===== src/rtl/mlp_infer_ctrl.sv =====
// Top-level sequencer for the two-layer MLP inference datapath: frame handshake,
// per-layer start/done sequencing with watchdog, one-deep result register, frame count.
module mlp_infer_ctrl #(
   parameter int OUTPUT_SIZE    = 10,
   parameter int TIMEOUT_CYCLES = 4096,
   parameter int CNT_W          = 16
) (
   input  logic                   clk,
   input  logic                   rst,
   input  logic                   in_valid,
   output logic                   in_ready,
   output logic                   in_load,
   output logic                   hid_start,
   input  logic                   hid_done,
   output logic                   out_start,
   input  logic                   out_done,
   input  logic [3:0]             class_idx_in,
   input  logic [OUTPUT_SIZE-1:0] onehot_in,
   output logic                   res_valid,
   input  logic                   res_ready,
   output logic [3:0]             res_class,
   output logic [OUTPUT_SIZE-1:0] res_onehot,
   output logic                   busy,
   output logic                   timeout_err,
   input  logic                   err_clr,
   output logic [CNT_W-1:0]       frame_cnt
);

   localparam int WD_W = $clog2(TIMEOUT_CYCLES + 1);
   localparam logic [WD_W-1:0] WD_LAST = WD_W'(TIMEOUT_CYCLES - 1);

   typedef enum logic [2:0] {
      IDLE,
      HID_START,
      HID_WAIT,
      OUT_START,
      OUT_WAIT,
      SETTLE,
      CAPTURE
   } state_t;

   state_t          state;
   logic [WD_W-1:0] wdog;
   logic            capture;
   logic            pop;
   logic            wd_expire;

   assign in_ready = (state == IDLE) && !timeout_err;
   assign in_load  = in_valid && in_ready;
   assign capture  = (state == CAPTURE) && (!res_valid || res_ready);
   assign pop      = res_valid && res_ready;

   // A done arriving on the final watchdog cycle wins over expiry.
   always_comb begin
      wd_expire = 1'b0;
      if (wdog == WD_LAST) begin
         if (state == HID_WAIT && !hid_done)
            wd_expire = 1'b1;
         if (state == OUT_WAIT && !out_done)
            wd_expire = 1'b1;
      end
   end

   always_ff @(posedge clk or posedge rst) begin
      if (rst) begin
         state       <= IDLE;
         wdog        <= '0;
         hid_start   <= 1'b0;
         out_start   <= 1'b0;
         busy        <= 1'b0;
         res_valid   <= 1'b0;
         res_class   <= '0;
         res_onehot  <= '0;
         timeout_err <= 1'b0;
         frame_cnt   <= '0;
      end else begin
         hid_start <= 1'b0;
         out_start <= 1'b0;

         case (state)
            IDLE: begin
               if (in_load) begin
                  state     <= HID_START;
                  hid_start <= 1'b1;
                  busy      <= 1'b1;
               end
            end
            HID_START: begin
               state <= HID_WAIT;
               wdog  <= '0;
            end
            HID_WAIT: begin
               if (hid_done) begin
                  state     <= OUT_START;
                  out_start <= 1'b1;
               end else if (wd_expire) begin
                  state <= IDLE;
                  busy  <= 1'b0;
               end else begin
                  wdog <= wdog + 1'b1;
               end
            end
            OUT_START: begin
               state <= OUT_WAIT;
               wdog  <= '0;
            end
            OUT_WAIT: begin
               if (out_done) begin
                  state <= SETTLE;
               end else if (wd_expire) begin
                  state <= IDLE;
                  busy  <= 1'b0;
               end else begin
                  wdog <= wdog + 1'b1;
               end
            end
            SETTLE: begin
               state <= CAPTURE;
            end
            CAPTURE: begin
               if (capture) begin
                  state <= IDLE;
                  busy  <= 1'b0;
               end
            end
            default: begin
               state <= IDLE;
               busy  <= 1'b0;
            end
         endcase

         if (err_clr)
            timeout_err <= 1'b0;
         else if (wd_expire)
            timeout_err <= 1'b1;

         // Capture and pop on the same edge leaves the slot full with new data.
         if (capture) begin
            res_valid  <= 1'b1;
            res_class  <= class_idx_in;
            res_onehot <= onehot_in;
            frame_cnt  <= frame_cnt + 1'b1;
         end else if (pop) begin
            res_valid <= 1'b0;
         end
      end
   end

endmodule


===== config.mk =====
export PLATFORM = sky130hd
export DESIGN_NAME = mlp_infer_ctrl
export DESIGN_NICKNAME = d
export VERILOG_FILES = /design/src/rtl/mlp_infer_ctrl.sv
export SDC_FILE = /design/constraint.sdc
export NUM_CORES = 1
export LEC_CHECK = 0
export ABC_AREA = 1
export BUFFER_PORTS_ARGS = -buffer_cell sky130_fd_sc_hd__buf_4
export CAP_MARGIN = 20
export CELL_PAD_IN_SITES_DETAIL_PLACEMENT = 0
export CELL_PAD_IN_SITES_GLOBAL_PLACEMENT = 1
export CORE_MARGIN = 8
export CORE_UTILIZATION = 39
export CTS_BUF_LIST = sky130_fd_sc_hd__clkbuf_4 sky130_fd_sc_hd__clkbuf_8
export DETAILED_ROUTE_END_ITERATION = 10
export GPL_TIMING_DRIVEN = 0
export PLACE_DENSITY = 0.82
export SLEW_MARGIN = 20
export SYNTH_ARGS = -nofsm -noshare
export SYNTH_HDL_FRONTEND = slang
export SYNTH_SLANG_ARGS = --single-unit

===== constraint.sdc =====
create_clock -name clk -period 1.95 [get_ports clk]
set_input_delay 0 -clock clk [delete_from_list [all_inputs] [get_ports clk]]
set_output_delay 0 -clock clk [all_outputs]
set_load 0.02 [all_outputs]

# Yosys cells after proc, flatten, opt, wreduce, memory -nomap -nowiden
# Index checks and enable logic that the tools add are counted.
# word_totals
register_bits,51
latchBits,0
ramBits,0
rom_bits,0
in_bits,21
out_inout_bits,37
elab_cells,71
n_memories,0
# op_classes
n_addsub,2
multipliers,0
div,0
order_cmp,0
n_eq_ne,11
shift,0
muxes,27
n_bitwise,1
n_reduce_logical,20
# ops
op,n
13-bit 2-to-1 mux,3
13-bit case mux with 3 select lines,1
3-bit case mux with 7 select lines,1
"16-bit by 1-bit adder with 16-bit output, second input constant",1
1-bit 2-to-1 mux,16
3-bit 2-to-1 mux,5
"13-bit by 1-bit adder with 13-bit output, second input constant",1
"13-bit by 12-bit == test with 1-bit output, second input constant",1
"3-bit == test, second input constant",3
"2-bit != test, second input constant",4
"3-bit by 2-bit == test with 1-bit output, second input constant",2
1-bit logical AND,6
1-bit case mux with 5 select lines,1
5-bit AND reduction,1
1-bit zero test,4
2-bit nonzero test,2
"3-bit by 1-bit == test with 1-bit output, second input constant",1
3-bit zero test,1
3-bit AND reduction,1
3-bit nonzero test,1
3-bit OR reduction,1
2-bit AND reduction,1
2-bit OR reduction,1
1-bit logical OR,1
1-bit NOT,1

# Logic depth before layout (Yosys ltp)
# Gate-level depths: netlist of run 1.
# logic_depth
word_depth,8
ltp_mapped,10
ltp_nobuf,10

# Least setup slack after synthesis of run 1
# No wires, ideal clock.
# synth_timing
path_kind,reg-to-reg
startpoint,register frame_cnt[0]
endpoint,register frame_cnt[10]
t_arrival_ps,1507
slack_ps,320
path_stages_with_launch,9
period_less_slack_ps,1630
cell_sequence,dfrtp_1 ha_1 nand3_1 nor3_1 inv_1 nor2_2 nand2_1 o21ai_0 nand2_1
# synth_between
elab_chain_len,1
# synth_lines
item,line,source
from (decl),26,output logic [CNT_W-1:0] frame_cnt
from (signal assigned),142,frame_cnt <= frame_cnt + 1'b1;
16-bit by 1-bit adder with 16-bit output,142,
# No other way between the ends.
# A chain may end at the register's enable or synchronous reset.

# Worst setup path in the final report of run 1
# layout_timing
startpoint,register wdog[0]
endpoint,register wdog[11]
# layout_between
elab_chain_len,5
word_cells_on_any_way,7
classes_between,1 x add/sub; 1 x eq/ne; 5 x mux
# layout_lines
item,line,source
from (decl),43,logic [WD_W-1:0] wdog;
from (signal assigned),100,wdog <= wdog + 1'b1;
from (signal assigned),114,wdog <= wdog + 1'b1;
"parallel branches: the longest is 2 deep, another holds 13-bit by 1-bit adder with 13-bit output",-,
13-bit 2-to-1 mux *,"96, 110",
"13-bit 2-to-1 mux, on equally long branches","108, 93",
13-bit case mux with 3 select lines *,80,case (state)
# Every way passes the cells marked *. The select of a mux whose other input is x is not followed.

==> summary.md, run 1 <==
| Metric | Value |
|---|---|
| Rel. slew slack | `between 50% and 60%` |
| Synth Cell Area | `about 2700 um2` |
| First-pass GRT wire length | `11200 um` |
| Vias in the first global route | `2385` |
| Synthesis-to-layout area growth | `30.6%` |
| # diodes | `0` |
| Worst-Skew Late Latency | `around 0.3 ns` |
| Tcrit/Tclk final | `91.8%` |
| Core area | `6680 um2` |
| Hpwl dp | `4590 um` |
| Predominant post-synthesis flop cell | `dfrtp_1` |
| Worst Path Max Fanout | `10` |
| F_max | `approximately 560 MHz` |
| Total CTS buffers | `5` |
| Cell Area, Placed | `3180 um2` |
| Routed wire length per instance | `12.8 um` |
| Hold Crit Class | `in2reg` |
| Ports | `58` |
| Ys async rst share | `100%` |
| Final ANT Viol Nets | `0` |
| # DRC | `0` |
| Initial Utilization | `39.7%` |
| Post-Synthesis Cells | `roughly 340` |
| Post-layout min period | `1.79 ns` |
| Final setup TNS | `0 ns` |
| Net count, final | `between 400 and 500` |
| Distinct cells, synth | `28` |
| Worst Tran Pin Value | `0.643 ns` |
| Die height | `98.4 um` |
| Final GP Congestion | `0.883` |
| Arrival @ worst endpoint | `1.99 ns` |
| Commonest non-fill, non-tap cell in the layout | `nand2_1` |
| H-tree depth | `2` |
| Die width | `about 98 um` |
| Setup WS post-layout | `roughly 0.16 ns` |
| DR pass1 iterations | `4` |
| Post-Syn Nets | `roughly 360` |
| Largest net degree at the start of global routing | `52` |
| Pwr/cell area | `1260 nW/um2` |
| CTS Root Cell | `clkbuf_8` |
| Share of layout cells above drive strength 1 | `a little under a quarter` |
| Unrepaired setup endpoints after global routing | `no` |
| Sequential share of the synthesized area | `48.2%` |
| Clock tree buffer depth | `2` |
| Multi-input logic area | `1200 um2` |
| Synth warn | `0` |
| # setup viols final | `0` |
| CTS tree | `built` |
| Initial drt markers | `64` |
| GRT overflow | `0` |
| Worst-path clk slew | `0.10 ns` |
| # port buffers | `between 50 and 60` |
| Final Skew | `0.00555 ns` |
| Critical Setup Path Class | `reg2reg` |
| GRT Total Usage | `13.9%` |
| Crit path required time | `~2.2 ns` |
| Peak supply drop | `0.597 mV` |
| DR vias/cell | `4.78` |
| Antenna violations before repair | `0` |
| Placed cells | `473` |
| Post-synth EDFFs | `0` |
| Commonest non-fill, non-tap cells in the layout | `nand2_1 (122), buf_4 (57), dfrtp_1 (50)` |
| FF/Latch Area | `approximately 1300 um2` |
| CP Capture Type | `flop` |
| Number of setup buffers added after CTS | `0` |
| FILL cells | `roughly 660` |
| Fin area | `around 3500 um2` |
| Final wirelength | `6380 um` |
| Routed vias | `2386` |
| Clk sinks | `51` |
| Leak Pwr | `1.76 nW` |
| Rows | `30` |
| Slew Limit Fails | `0` |
| Final std cells w/o fill | `about 500` |
| Syn Area/Cell | `~8 um2` |
| Max Cap Viol | `0` |
| Worst Setup Start Kind | `flop` |
| Run status | `complete, no violations` |
| DP Worst Slack | `0.0684 ns` |
| Post-synthesis register bit count | `51` |
| Die ar. | `just under 10000 um2` |
| Fin. Hold Viols | `0` |
-- path summary, 6_finish.rpt --
kind                                     from            end  slack, ns  depth (start not counted)
worst max register to register        wdog[0]       wdog[11]       0.16                          9
worst min-delay path                 hid_done      out_start       0.07                          3
max in group asynchronous                 rst        wdog[0]       1.18                          3
worst min register to register  res_onehot[6]  res_onehot[6]       0.48                          2
worst max-delay path                  wdog[0]       wdog[11]       0.16                          9
min in group asynchronous                 rst       wdog[12]       0.31                          3
-- power breakdown --
group / internal (mW) / switching, mW
logic: 0.833 / 1.29
registers: 1.37 / 0.266
clock network: 0.247 / 0.356
total: 2.45 / 1.92
-- final cells by class --
type | count | share of cell area (%)
sequential | 51 | 36.9
timing repair buffer | 76 | 17.9
multi-input combinational | 242 | 34.6
clock inverter | 2 | 0.398
inverter | 35 | 3.87
buffer | 8 | 1.55
clock buffer | 5 | 1.99
tap | 80 | 2.89
-- per-stage QoR --
step	util [%]	hold slack, ns	power [mW]
5_1_grt	51.8	0.0790	4.70
6_report	51.8	0.0651	4.36
3_5_place_dp	47.6	0.147	3.78
2_1_floorplan	-	0.0631	3.01
3_3_place_gp	47.6	0.150	3.74
4_1_cts	51.7	0.0668	4.42
-- Yosys cell counts (4+ instances only) --
| cell type | number | area, um2 |
|---|---|---|
| nand3_1 | 26 | 130 |
| xnor2_1 | 4 | 35.0 |
| nor2_1 | 23 | 86.3 |
| xor2_1 | 6 | 52.6 |
| o21ai_1 | 4 | 20.0 |
| o21ai_2 | 10 | 87.6 |
| buf_2 | 4 | 20.0 |
| nand3b_1 | 4 | 30.0 |
| o21ai_0 | 7 | 35.0 |
| dfrtp_1 | 51 | 1280 |
| a21oi_1 | 7 | 35.0 |
| nand2_1 | 122 | 458 |
| inv_1 | 32 | 120 |
| nand4_1 | 10 | 62.6 |
| nor2_2 | 5 | 31.3 |
-- per-layer routing --
layer	routed length (um)	share of wire, %	global-route usage, %
met5	0	0	0
met4	76	1.2	4.72
met3	299	4.7	3.45
met2	3220	50	24.5
met1	2790	44	15.9
-- sequential cells by signal, indices dropped and copies added (netlist names) --
signal and count:
wdog 13, out_start 1, hid_start 1, state 3, res_class 4, timeout_err 1
frame_cnt 16, busy 1, res_valid 1, res_onehot 10
-- cell families (layout without fill, tap and decap cells) --
logic type | Yosys count | after routing | share of synthesized area (%)
xor gates and xnor gates | 10 | 10 | 3.30
adders and majority gates | 2 | 2 | 0.944
DFF | 51 | 51 | 48.2
AOI/OAI and AO/OA | 31 | 31 | 7.60
and+or+nand+nor | 199 | 199 | 33.0
buffers and inverters | 43 | 126 | 6.99
-- worst max-delay path, stage by stage, from the launching register on --
cell,delay [ns]
dfrtp_2,0.42
ha_2,0.24
nand2_1,0.12
nor2_4,0.17
nand2_2,0.09
nor2_2,0.12
nand2_2,0.10
nand3b_4,0.16
buf_6,0.19
o21ai_2,0.06
-- timing repair --
action                                  in CTS  in global routing
hold endpoints to repair                    70                  0
endpoints found under the setup margin       0                 14
resized for setup                            0                  3
hold buffers                                19                  0
Note: power is estimated with default switching activity, not from simulation.
==> run 2, diff against run 1 <==
- CORE_ASPECT_RATIO: unset -> 1.1
- CTS_BUF_LIST: sky130_fd_sc_hd__clkbuf_4 sky130_fd_sc_hd__clkbuf_8 -> sky130_fd_sc_hd__clkbuf_16
- TNS_END_PERCENT: unset -> 5
==> summary.md, run 2 (synthesis results as in run 1) <==
| Metric | Value |
|---|---|
| Crit path required time | `2.13 ns` |
| Hpwl dp | `4610 um` |
| # setup viols final | `0` |
| Ports | `58` |
| Vias in the first global route | `around 2.4k` |
| CP Capture Type | `flop` |
| Net count, final | `442` |
| Critical path's slowest cell | `dfrtp_2` |
| Max Cap Viol | `0` |
| GRT Total Usage | `between 10% and 20%` |
| Final std cells w/o fill | `about 500` |
| CTS tree | `built` |
| Bufs and invs on worst path | `1` |
| Top Registers | `frame_cnt (16), wdog (13), res_onehot (10)` |
| Leak Pwr | `1.79 nW` |
| GRT overflow | `0` |
| CTS Root Cell | `clkbuf_16` |
| Run status | `complete, no violations` |
| Clock tree buffer depth | `2` |
| Unrepaired setup endpoints after global routing | `no` |
| H-tree depth | `2` |
| Crit-path max cell delay | `0.43 ns` |
| Final setup TNS | `0 ns` |
| GR Util met2 | `25.0%` |
| Worst hold slack | `0.0786 ns` |
| Met3 capacity usage during global routing | `2.65%` |
| FILL cells | `~600` |
| Clk sinks | `just over 50` |
| Die ar. | `around 9700 um2` |
| # diodes | `0` |
| First-pass GRT wire length | `10800 um` |
| Peak supply drop | `0.627 mV` |
| Share of layout cells above drive strength 1 | `23.8%` |
| Fin. Hold Viols | `0` |
| F_max | `568 MHz` |
| Worst Setup Start Kind | `flop` |
| Core Util, Final | `54.0%` |
| Routed vias | `2375` |
| Worst-Skew Late Latency | `between 0.2 and 0.3 ns` |
| Total Power Consumption | `4.82 mW` |
| Largest net degree at the start of global routing | `52` |
| Worst-path clk slew | `0.07 ns` |
| # port buffers | `57` |
| GR Util met1 | `between 10% and 20%` |
| Rel. slew slack | `57.3%` |
| Largest delay contributor family on the critical path | `simple AND/OR/NAND/NOR gates` |
| Largest register by flop count | `frame_cnt` |
| Commonest non-fill, non-tap cells in the layout | `nand2_1 (122), buf_4 (57), dfrtp_1 (50)` |
| Placed cells | `475` |
| Worst Path Max Fanout | `10` |
| Tcrit/Tclk final | `90.3%` |
| Final ANT Viol Nets | `0` |
| Total CTS buffers | `5` |
| DR vias/cell | `4.73` |
| Routed wire length per instance | `approximately 13 um` |
| Core area | `about 6600 um2` |
| Critical Setup Path Class | `reg2reg` |
| Largest register FFs | `16` |
| Post-layout min period | `1.76 ns` |
| Final wirelength | `6510 um` |
| Arrival @ worst endpoint | `1.94 ns` |
| CP most frequent cell | `nand2_2` |
| Rows | `31` |
| Die width | `94.6 um` |
| Hold Crit Class | `in2reg` |
| Die height | `between 100 and 150 um` |
| Worst Tran Pin Value | `0.640 ns` |
| Pwr/cell area | `1350 nW/um2` |
| Initial drt markers | `74` |
| # DRC | `0` |
| Final Skew | `0.00469 ns` |
| Commonest non-fill, non-tap cell in the layout | `nand2_1` |
| DR pass1 iterations | `4` |
| Worst-path cell chain | `ha_4 -> nand2_1 -> nor2_4 -> nand2_2 -> nor2_2 -> nand2_2 -> nand3b_4 -> buf_6 -> o21ai_2` |
| Slew Limit Fails | `0` |
| Antenna violations before repair | `0` |
| Initial Utilization | `about 40%` |
| Final GP Congestion | `0.821` |
| Synthesis-to-layout area growth | `34.5%` |
| Most used routing layer | `met2` |
[run 2: cell count changes in the layout (fill, tap and decap cells not counted), sizes merged]
cell / delta
clkinv: -2
bufinv: +1
clkinvlp: +1
inv: +1
[run 2: path summary, 6_finish.rpt]
path	startpoint	to	slack, ns	depth (start not counted)
setup / recovery	wdog[0]	wdog[1]	0.19	9
hold / removal	hid_done	out_start	0.08	3
setup reg to reg	wdog[0]	wdog[1]	0.19	9
hold reg to reg	busy	busy	0.47	2
max in group asynchronous	rst	wdog[0]	1.12	3
min in group asynchronous	rst	hid_start	0.36	3
[run 2: layout make-up]
cell class	instances	area (um2)	share of cell area [%]
well taps	82	103	2.88
flip-flops and latches	51	1280	35.8
multi-input cells	242	1210	33.8
clock inverters	3	46.3	1.30
inverters	35	134	3.76
clock buffers	5	125	3.51
plain buffers	8	53.8	1.51
repair buffers	76	618	17.3
[run 2: where the power goes]
part,total (mW),switching (mW),internal (mW)
logic,2.16,1.32,0.844
clock network,1.02,0.411,0.611
registers,1.64,0.271,1.37
[run 2: metal layers]
layer,share of wire (%),routed length (um),vias up
met3,4.6,301,13
met4,2.9,192,0
met2,49,3210,45
met1,43,2810,1088
li1,-,-,1229
met5,0,0,-
[run 2: tightest hold or removal path, delay by kind of cell]
family,cells,cell delay (ns)
and+or+nand+nor,1,0.13
buffers and inverters,2,0.19
[run 2: per-stage QoR]
stage	cell area (um2)	setup WS [ns]
floorplan	2650	0.320
finish	3560	0.188
global placement	3180	-0.0673
detailed placement	3180	0.0526
global route	3560	0.0126
CTS	3540	0.0409
[run 2: repair_timing]
item,in CTS,in global routing
endpoints found under the setup margin,0,14
resized for setup,0,4
hold buffers,19,0
endpoints found under the hold margin,70,0
buffers inserted,0,0
